### src/rtl/seq_divider_if.sv
// Start/done handshake bundle for the iterative divider.
interface seq_divider_if #(
  parameter int unsigned WIDTH = 16
) ();

  logic                 start;
  logic [2*WIDTH-1:0]   opx;
  logic [WIDTH-1:0]     opy;
  logic [2*WIDTH-1:0]   quo;
  logic [WIDTH-1:0]     rem;
  logic                 busy;
  logic                 done;
  logic                 dbz;

  // Requester side: issues operands and start, observes results.
  modport master (
    output start, opx, opy,
    input  quo, rem, busy, done, dbz
  );

  // Divider side.
  modport slave (
    input  start, opx, opy,
    output quo, rem, busy, done, dbz
  );

endinterface

### src/rtl/seq_divider.sv
// Radix-2 restoring unsigned divider: 2*WIDTH-bit dividend over WIDTH-bit divisor,
// one quotient bit per clock. A zero divisor finishes in one cycle with dbz set.
module seq_divider #(
  parameter int unsigned WIDTH = 16
) (
  input logic          clk,
  input logic          rst,
  seq_divider_if.slave bus
);

  localparam int unsigned DW   = 2 * WIDTH;
  localparam int unsigned CntW = $clog2(DW + 1);

  typedef enum logic [0:0] {StIdle, StBusy} state_e;

  state_e              state_q, state_d;
  logic [DW-1:0]       dvd_q, dvd_d;     // dividend, shifted out MSB first
  logic [DW-1:0]       quot_q, quot_d;   // working quotient
  logic [WIDTH:0]      prem_q, prem_d;   // partial remainder, one spare bit
  logic [WIDTH-1:0]    dvs_q, dvs_d;
  logic [CntW-1:0]     cnt_q, cnt_d;
  logic [DW-1:0]       quo_q, quo_d;     // visible results, held during BUSY
  logic [WIDTH-1:0]    rem_q, rem_d;
  logic                done_q, done_d;
  logic                dbz_q, dbz_d;

  logic [WIDTH:0]      prem_shift;
  logic [WIDTH:0]      prem_next;
  logic [DW-1:0]       quot_next;
  logic                take;

  // One restoring step: shift in the next dividend bit, subtract if it fits.
  always_comb begin
    prem_shift = {prem_q[WIDTH-1:0], dvd_q[DW-1]};
    take       = (prem_shift >= {1'b0, dvs_q});
    prem_next  = take ? (prem_shift - {1'b0, dvs_q}) : prem_shift;
    quot_next  = {quot_q[DW-2:0], take};
  end

  // Next-state and datapath control.
  always_comb begin
    state_d = state_q;
    dvd_d   = dvd_q;
    quot_d  = quot_q;
    prem_d  = prem_q;
    dvs_d   = dvs_q;
    cnt_d   = cnt_q;
    quo_d   = quo_q;
    rem_d   = rem_q;
    dbz_d   = dbz_q;
    done_d  = 1'b0;

    case (state_q)
      StIdle: begin
        if (bus.start) begin
          dvd_d  = bus.opx;
          dvs_d  = bus.opy;
          prem_d = '0;
          quot_d = '0;
          cnt_d  = CntW'(DW);
          dbz_d  = 1'b0;
          if (bus.opy == '0) begin
            // Divide by zero resolves immediately without entering BUSY.
            done_d = 1'b1;
            dbz_d  = 1'b1;
            quo_d  = '1;
            rem_d  = bus.opx[WIDTH-1:0];
          end else begin
            state_d = StBusy;
          end
        end
      end
      StBusy: begin
        dvd_d  = dvd_q << 1;
        prem_d = prem_next;
        quot_d = quot_next;
        cnt_d  = cnt_q - CntW'(1);
        if (cnt_q == CntW'(1)) begin
          state_d = StIdle;
          done_d  = 1'b1;
          quo_d   = quot_next;
          rem_d   = prem_next[WIDTH-1:0];
        end
      end
      default: state_d = StIdle;
    endcase
  end

  // State register with synchronous reset; reset aborts any operation.
  always_ff @(posedge clk) begin
    if (rst) begin
      state_q <= StIdle;
      dvd_q   <= '0;
      quot_q  <= '0;
      prem_q  <= '0;
      dvs_q   <= '0;
      cnt_q   <= '0;
      quo_q   <= '0;
      rem_q   <= '0;
      done_q  <= 1'b0;
      dbz_q   <= 1'b0;
    end else begin
      state_q <= state_d;
      dvd_q   <= dvd_d;
      quot_q  <= quot_d;
      prem_q  <= prem_d;
      dvs_q   <= dvs_d;
      cnt_q   <= cnt_d;
      quo_q   <= quo_d;
      rem_q   <= rem_d;
      done_q  <= done_d;
      dbz_q   <= dbz_d;
    end
  end

  assign bus.busy = (state_q == StBusy);
  assign bus.done = done_q;
  assign bus.dbz  = dbz_q;
  assign bus.quo  = quo_q;
  assign bus.rem  = rem_q;

endmodule

### src/flat_wrapper.sv
// flat-port wrapper written by rule: the top's interface ports become plain ports
module seq_divider_flat 
#(
  parameter int unsigned WIDTH = 16
)
  (clk, rst, bus_start, bus_opx, bus_opy, bus_quo, bus_rem, bus_busy, bus_done, bus_dbz);
  seq_divider_if #(.WIDTH(WIDTH)) bus_i ();
  input logic clk;
  input logic rst;
  input wire logic [$bits(bus_i.start)-1:0] bus_start;
  input wire logic [$bits(bus_i.opx)-1:0] bus_opx;
  input wire logic [$bits(bus_i.opy)-1:0] bus_opy;
  output wire logic [$bits(bus_i.quo)-1:0] bus_quo;
  output wire logic [$bits(bus_i.rem)-1:0] bus_rem;
  output wire logic [$bits(bus_i.busy)-1:0] bus_busy;
  output wire logic [$bits(bus_i.done)-1:0] bus_done;
  output wire logic [$bits(bus_i.dbz)-1:0] bus_dbz;
  assign bus_i.start = bus_start;
  assign bus_i.opx = bus_opx;
  assign bus_i.opy = bus_opy;
  assign bus_quo = bus_i.quo;
  assign bus_rem = bus_i.rem;
  assign bus_busy = bus_i.busy;
  assign bus_done = bus_i.done;
  assign bus_dbz = bus_i.dbz;
  seq_divider #(.WIDTH(WIDTH)) u_core (.clk(clk), .rst(rst), .bus(bus_i));
endmodule
### config.mk
export PLATFORM = sky130hd
export DESIGN_NAME = seq_divider_flat
export DESIGN_NICKNAME = d
export VERILOG_FILES = /design/src/rtl/seq_divider_if.sv /design/src/rtl/seq_divider.sv /design/src/flat_wrapper.sv
export SDC_FILE = /design/constraint.sdc
export NUM_CORES = 1
export LEC_CHECK = 0
export ABC_AREA = 1
export CORE_ASPECT_RATIO = 1.1
export CORE_MARGIN = 5
export CORE_UTILIZATION = 55
export DETAILED_ROUTE_END_ITERATION = 8
export MAX_ROUTING_LAYER = met4
export PLACE_DENSITY = 0.8
export SYNTH_ARGS = -nofsm -noshare
export SYNTH_HDL_FRONTEND = slang
export SYNTH_SLANG_ARGS = --single-unit
### constraint.sdc
create_clock -name clk -period 2.4 [get_ports clk]
set_input_delay 0.24 -clock clk [delete_from_list [all_inputs] [get_ports clk]]
set_output_delay 0.24 -clock clk [all_outputs]
set_load 0.01 [all_outputs]
# Word-level counts from Yosys, hierarchy flattened
# Cells that the tools add are included.
# Widths: inputs -> output; s select.
[op_classes] n_addsub=2 n_mul=0 n_div=0 order_cmp=1 n_eq_ne=4 n_shift=0 muxes=25 bitwise_logic=1 reduce_logical=3
[op_table] cell="$mux 32" n=4
[op_table] cell="$pmux 32 s2" n=2
[op_table] cell="$mux 16" n=5
[op_table] cell="$pmux 16 s2" n=2
[op_table] cell="$pmux 31 s2" n=1
[op_table] cell="$mux 31" n=1
[op_table] cell="$ge 17x16->1" n=1
[op_table] cell="$logic_not 16->1" n=1
[op_table] cell="$sub 16x16->16" n=1
[op_table] cell="$pmux 6 s2" n=1
[op_table] cell="$eq 6x1->1 const B" n=1
[op_table] cell="$mux 1" n=6
[op_table] cell="$mux 6" n=1
[op_table] cell="$sub 6x1->6 const B" n=1
[op_table] cell="$ne 2x2->1 const B" n=2
[op_table] cell="$pmux 1 s2" n=2
[op_table] cell="$reduce_and 3->1" n=1
[op_table] cell="$ne 2x1->1 const B" n=1
[op_table] cell="$reduce_and 2->1" n=1
[op_table] cell="$not 1->1" n=1
[word_totals] regBits=152 latchBits=0 mem_bits_rw=0 rom_bits=0 output_inout_bits=51 wordCells=46 memories=0

# Logic depth before layout (Yosys ltp)
# Gate-level depths: netlist (run 1).
[logic_depth] ltp_word=4 mapped_depth=15 mapped_depth_nobuf=15

# Least setup slack after synthesis (run 1)
# No wires, ideal clock.
[synth_timing] path_kind="reg2reg" from="reg u_core.dvs_q[14]" to="reg u_core.prem_q[11]" t_arrival_ns=1.696 required_ns=2.291 path_slack_ns=0.595 path_stages_with_launch=14 n_path_buf=1 period_less_slack_ns=1.805 path_cell_list="dfxtp_1 inv_1 ha_1 a21oi_1 nor2_1 nor2_1 nand2_2 nor2_8 nand2_8 buf_12 nand3_2 nand3_1 nand2_1 inv_1"
[synth_between] elab_chain_cells=3
[synth_lines] item="start: declaration" line_no="seq_divider.sv:20" source="logic [WIDTH-1:0] dvs_q, dvs_d;"
[synth_lines] item="start signal: assignment" line_no="seq_divider.sv:107" source="dvs_q <= dvs_d;"
[synth_lines] item="$ge 17x16->1" line_no="seq_divider.sv:35" source="take = (prem_shift >= {1'b0, dvs_q});"
[synth_lines] item="$mux 16" line_no="seq_divider.sv:36" source="prem_next = take ? (prem_shift - {1'b0, dvs_q}) : prem_shift;"
[synth_lines] item="$pmux 16 s2" line_no="seq_divider.sv:53" source="case (state_q)"
[synth_lines] item="end signal: assignment" line_no="seq_divider.sv:106" source="prem_q <= prem_d;"
[synth_lines] item="end: declaration" line_no="seq_divider.sv:19" source="logic [WIDTH:0] prem_q, prem_d;"
# No other way between the ends.
# A chain may end at the register's enable or synchronous reset.

# Worst setup path in the final report (run 1)
[layout_timing] from="reg u_core.dvs_q[11]" to="reg u_core.prem_q[0]"
# Same word-level chain as after synthesis.

==> results of run 1 <==
critical path, delay by kind of cell (launching register included):
kind / cells / cell delay [ns]
buf+inv: 4 / 0.42
simple gates: 9 / 0.96
fa+ha+maj: 1 / 0.36
flops: 1 / 0.32
path summary, 6_finish.rpt:
check	startpoint	to	slack (ns)	depth (start not counted)
hold reg to reg	u_core.bus.quo[1]	u_core.bus.quo[1]	0.45	2
setup / recovery	u_core.dvs_q[11]	u_core.prem_q[0]	0.29	14
hold / removal	bus_opx[18]	u_core.dvd_q[18]	0.44	5
setup reg to reg	u_core.dvs_q[11]	u_core.prem_q[0]	0.29	14
report_power, final:
| part | leakage [nW] | switching, mW | internal [mW] | total [mW] |
|---|---|---|---|---|
| Sequential | 1.24 | 0.152 | 2.71 | 2.86 |
| Combinational | 3.17 | 1.69 | 0.939 | 2.63 |
| Clock | 0.285 | 1.05 | 1.56 | 2.61 |
per-stage QoR:
stage | std cells | util | cell area, um^2 | setup WS, ns
final | 1338 | 0.691 | 9130 | 0.291
after global routing | 1338 | 0.691 | 9130 | 0.0953
after CTS | 1338 | 0.691 | 9130 | 0.302
after detailed placement | 1306 | 0.647 | 8550 | 0.227
after global placement | 1306 | 0.647 | 8550 | 0.285
after floorplan | 1080 | - | 7390 | 0.595
per-layer routing:
metal	wire length, um	global-route usage	share of wire	vias up
li1	-	-	-	3572
met1	7940	0.295	0.42	3213
met2	9550	0.422	0.50	186
met3	868	0.0477	0.046	40
met4	586	0.106	0.031	0
met5	0	-	0	-
state kept, by name (all words and copies together), names as in the netlist:
register         cells
u_core.prem_q       16
u_core.dvd_q        32
u_core.bus.busy      1
u_core.quot_q       31
u_core.bus.dbz       1
u_core.dvs_q        16
u_core.bus.rem      16
u_core.bus.done      1
u_core.cnt_q         6
u_core.bus.quo      32
cell type report:
| class | instances | area share |
|---|---|---|
| multi-input combinational | 698 | 0.377 |
| sequential | 152 | 0.334 |
| timing repair buffer | 118 | 0.130 |
| inverter | 177 | 0.0727 |
| clock buffer | 22 | 0.0541 |
| tap | 161 | 0.0221 |
| clock inverter | 10 | 0.0100 |
synthesized netlist by cell type (4+ instances only):
master | instances | area share
nand2_1 | 282 | 0.14
inv_1 | 173 | 0.088
dfxtp_1 | 152 | 0.41
nor2_1 | 100 | 0.051
nand3_1 | 74 | 0.050
a21oi_1 | 56 | 0.038
o21ai_0 | 40 | 0.027
nor3_1 | 31 | 0.021
clkbuf_1 | 30 | 0.015
nand4_1 | 21 | 0.018
ha_1 | 18 | 0.030
buf_2 | 16 | 0.011
o211ai_1 | 16 | 0.016
a22oi_1 | 11 | 0.011
nand3_2 | 10 | 0.014
o21ai_1 | 6 | 0.0041
xor2_1 | 6 | 0.0071
buf_1 | 5 | 0.0025
inv_2 | 4 | 0.0020
nand2_2 | 4 | 0.0034
cells by family (layout without fill, tap and decap cells):
family                     after synthesis  count (layout)  share of synthesized area
AOI/OAI and AO/OA                      134             134                      0.102
buffers and inverters                  230             327                      0.123
adders and majority gates               19              19                     0.0332
xor gates and xnor gates                 7               7                    0.00830
and+or+nand+nor                        538             538                      0.322
DFF                                    152             152                      0.412
==> results.cfg, run 1 <==
[timing]
period_minus_slack_ns = 2.11
clock_skew_ns = 0.00638
tightest_slew_ns = 0.561
final-setup-viol-count = 0
max_slew_margin = 0.625
fin_crit_sh = 0.879
whs_ns = 0.441
final-max-slew-violation-count = 0
rsz0062_at_grt = false
setup_tns_ns = 0
hold_viol = 0
fmax_mhz = 474

[floorplan]
die-area_um2 = 15900
die_w_um = 121
rows = 44
die_height_um = 132
core_area_um2 = 13200
io_pins = 102
initial_utilization = 0.559

[drt]
drtAntennaViolNets = 0
routed_wl_um = 18900
via_per_inst = 5.24
wl_per_cell_um = 14.2
drc = 0
drt_iter0_markers = 539
first_pass_iters = 5
vias = 7011

[power_and_ir_drop]
p_total_mw = 8.10
p_leak_nw = 4.69
p_per_area_nw_per_um2 = 887
ir_worst_vdd_v = 0.000554

[status]
status = finished clean

[grt]
antenna_found_initial = 0
grt_use_total = 0.252
grt_overflow = 0
grt_pass1_vias = 6618
grt_max_degree = 78
grt_first_pass_wirelength_um = 31700

[critical_path]
start_kind = flop
crit_path_cell_trace = inv_1, ha_1, nand2_1, inv_1, nand2_1, nand2_1, nand2_1, nand2_2, nor2_8, buf_4, nand4_1, nand3_1, nand2_1, inv_1
critPathMaxStageDelay_ns = 0.36
cp.required_ns = 2.77
crit_top_cell = nand2_1
cp-end-kind = flop
criticalPathCategory = flop to flop
cp_slowest_cell = ha_1
arrival_ns = 2.48
path_max_fanout = 16

[clock_network]
cts-root-buf = clkbuf_16
cts_max_level = 4
cts.sinks = 152
cts_made_buffers = 17
cts_tree = yes
clkTransAtPathRegs_ns = 0.06
postCtsSetupRepairBufs = 0
clock_latency_ns = 0.43
ctsLongestPathBuffers = 2
cts_hold_buf = 0
ctsResizeCount = 0

[logic_synthesis]
syn_avg_cell_area_um2 = 6.84
synth-edff-count = 0
synth_async_sr_flop_share = 0
ys.flop_type = dfxtp_1
synthCells = 1080
synth.distinct_cells = 38
ys_seq_area_frac = 0.412
postSynthNetCount = 1150
synthesis.area_um2 = 7390
ys_warn_count = 0
synth-seq-cells = 152

[cells_and_area]
nets = 1234
syn_to_final_growth_pct = 23.6
regArea_um2 = 3050
drive_gt1_frac = 0.0697
n_antenna_cell = 0
multi_input_area_um2 = 3450
mostFrequentLayoutCell = nand2_1
final_cell_mix = nand2_1, inv_1, dfxtp_1
n_fill_cell = 1113

[min_path]
worst_hold_path_type = input pin to flop

[place]
place_congestion = 0.932
hpwl_um = 13400
place.port_buffers = 101

[run]
cap_viol_max_count = 0
Note: power is estimated with default switching activity, not from simulation.
==> run 2: changes to the inputs <==
- SETUP_SLACK_MARGIN: not set -> 0.1
==> results.cfg, run 2 (synthesized netlist as in run 1, its figures left out) <==
[status]
status = finished clean

[place]
place.port_buffers = 101
hpwl_um = 13400
place_congestion = 0.932
post_dp_cell_area_um2 = 8550
pre_cts_slack_ns = 0.227

[cells_and_area]
n_antenna_cell = 0
final_cell_mix = nand2_1, inv_1, dfxtp_1
nets = 1234
drive_gt1_frac = 0.0697
mostFrequentLayoutCell = nand2_1
n_fill_cell = 1113
post-route-cell-area_um2 = 9140
syn_to_final_growth_pct = 23.7
regArea_um2 = 3050
multi_input_area_um2 = 3450

[timing]
setup_tns_ns = 0
rsz0062_at_grt = false
hold_viol = 0
final-max-slew-violation-count = 0
max_slew_margin = 0.625
tightest_slew_ns = 0.562
clock_skew_ns = 0.00571
fmax_mhz = 486
final-setup-viol-count = 0
setup_ws_ns = 0.342
fin_crit_sh = 0.857
period_minus_slack_ns = 2.06

[grt]
met3_usage = 0.0477
grt_first_pass_wirelength_um = 31700
grt_overflow = 0
grt_pass1_vias = 6618
grt_util_met1 = 0.295
grt-busiest-layer = met2
grt_use_total = 0.252
grt.met2_usage = 0.422
grt_max_degree = 78
antenna_found_initial = 0

[drt]
first_pass_iters = 7
drc = 0
wl_per_cell_um = 14.1
drtAntennaViolNets = 0
vias = 6993
via_per_inst = 5.23
drt_iter0_markers = 534
routed_wl_um = 18900

[floorplan]
die_height_um = 132
io_pins = 102
initial_utilization = 0.559
core_area_um2 = 13200
die_w_um = 121
die-area_um2 = 15900
rows = 44

[critical_path]
crit_path_cell_trace = inv_1, ha_1, inv_1, fa_1, nand3_1, nand3_1, a21oi_1, xnor2_1, nand3_2, nand3_1, nand2_1, inv_1
criticalPathCategory = flop to flop
path_max_fanout = 4
cp-end-kind = flop
cp.required_ns = 2.77
cp_slowest_cell = fa_1
rrSetupSlack_ns = 0.34
critPathMaxStageDelay_ns = 0.44
start_kind = flop
arrival_ns = 2.43

[power_and_ir_drop]
p_total_mw = 8.12
ir_worst_vdd_v = 0.000555
p_per_area_nw_per_um2 = 889
p_leak_nw = 4.70

[clock_network]
cts_tree = yes
cts.sinks = 152
cts_max_level = 4
cts_made_buffers = 17
postCtsSetupRepairBufs = 0
clkTransAtPathRegs_ns = 0.06
cts-root-buf = clkbuf_16
clock_latency_ns = 0.42
ctsLongestPathBuffers = 2

[run]
cap_viol_max_count = 0

[min_path]
worst_hold_path_type = input pin to flop
==> run 2: power by group <==
| group | internal (mW) | switching (mW) |
|---|---|---|
| Clock | 1.56 | 1.05 |
| Sequential | 2.71 | 0.152 |
| Combinational | 0.952 | 1.69 |
| Total | 5.23 | 2.89 |
==> run 2: final timing paths <==
kind                startpoint           endpoint  depth (start not counted)
min                bus_opx[18]   u_core.dvd_q[18]                          5
max reg2reg   u_core.dvd_q[31]  u_core.bus.rem[8]                         12
min reg2reg  u_core.bus.quo[1]  u_core.bus.quo[1]                          2
max           u_core.dvd_q[31]  u_core.bus.rem[8]                         12
==> run 2: layout make-up <==
cell class | instances | share of cell area
Clock inverter | 10 | 0.0100
Inverter | 177 | 0.0727
Timing Repair Buffer | 118 | 0.130
Tap cell | 161 | 0.0220
Multi-Input combinational cell | 698 | 0.377
Sequential cell | 152 | 0.333
Clock buffer | 22 | 0.0541
==> run 2: timing repair <==
item / in CTS / in global routing
hold buffers: 0 / 0
gates resized for setup: 0 / 1
setup endpoints to repair: 0 / 1
==> run 2: through the flow <==
| stage | instances | hold slack, ns | utilization |
|---|---|---|---|
| detailed placement | 1306 | 0.441 | 0.647 |
| floorplan | 1080 | 0.309 | - |
| global route | 1338 | 0.451 | 0.692 |
| CTS | 1338 | 0.424 | 0.691 |
| global placement | 1306 | 0.438 | 0.647 |
| finish | 1338 | 0.440 | 0.692 |
==> run 2: worst max-delay path: cells and delay by family (launching register included) <==
family | cells | cell delay, ns
fa+ha+maj | 2 | 0.57
simple gates | 5 | 0.51
buf+inv | 3 | 0.20
compound gates | 1 | 0.20
xor+xnor | 1 | 0.18
flops | 1 | 0.34
==> run 2: per-layer routing <==
metal  routed length (um)  share of wire
met5                    0              0
met1                 7960           0.42
met4                  587          0.031
met3                  795          0.042
met2                 9560           0.51
==> run 3: changes to the inputs <==
- CAP_MARGIN: not set -> 30
==> results of run 3 <==
The final DEF is identical to that of run 2; final timing and power are the same.
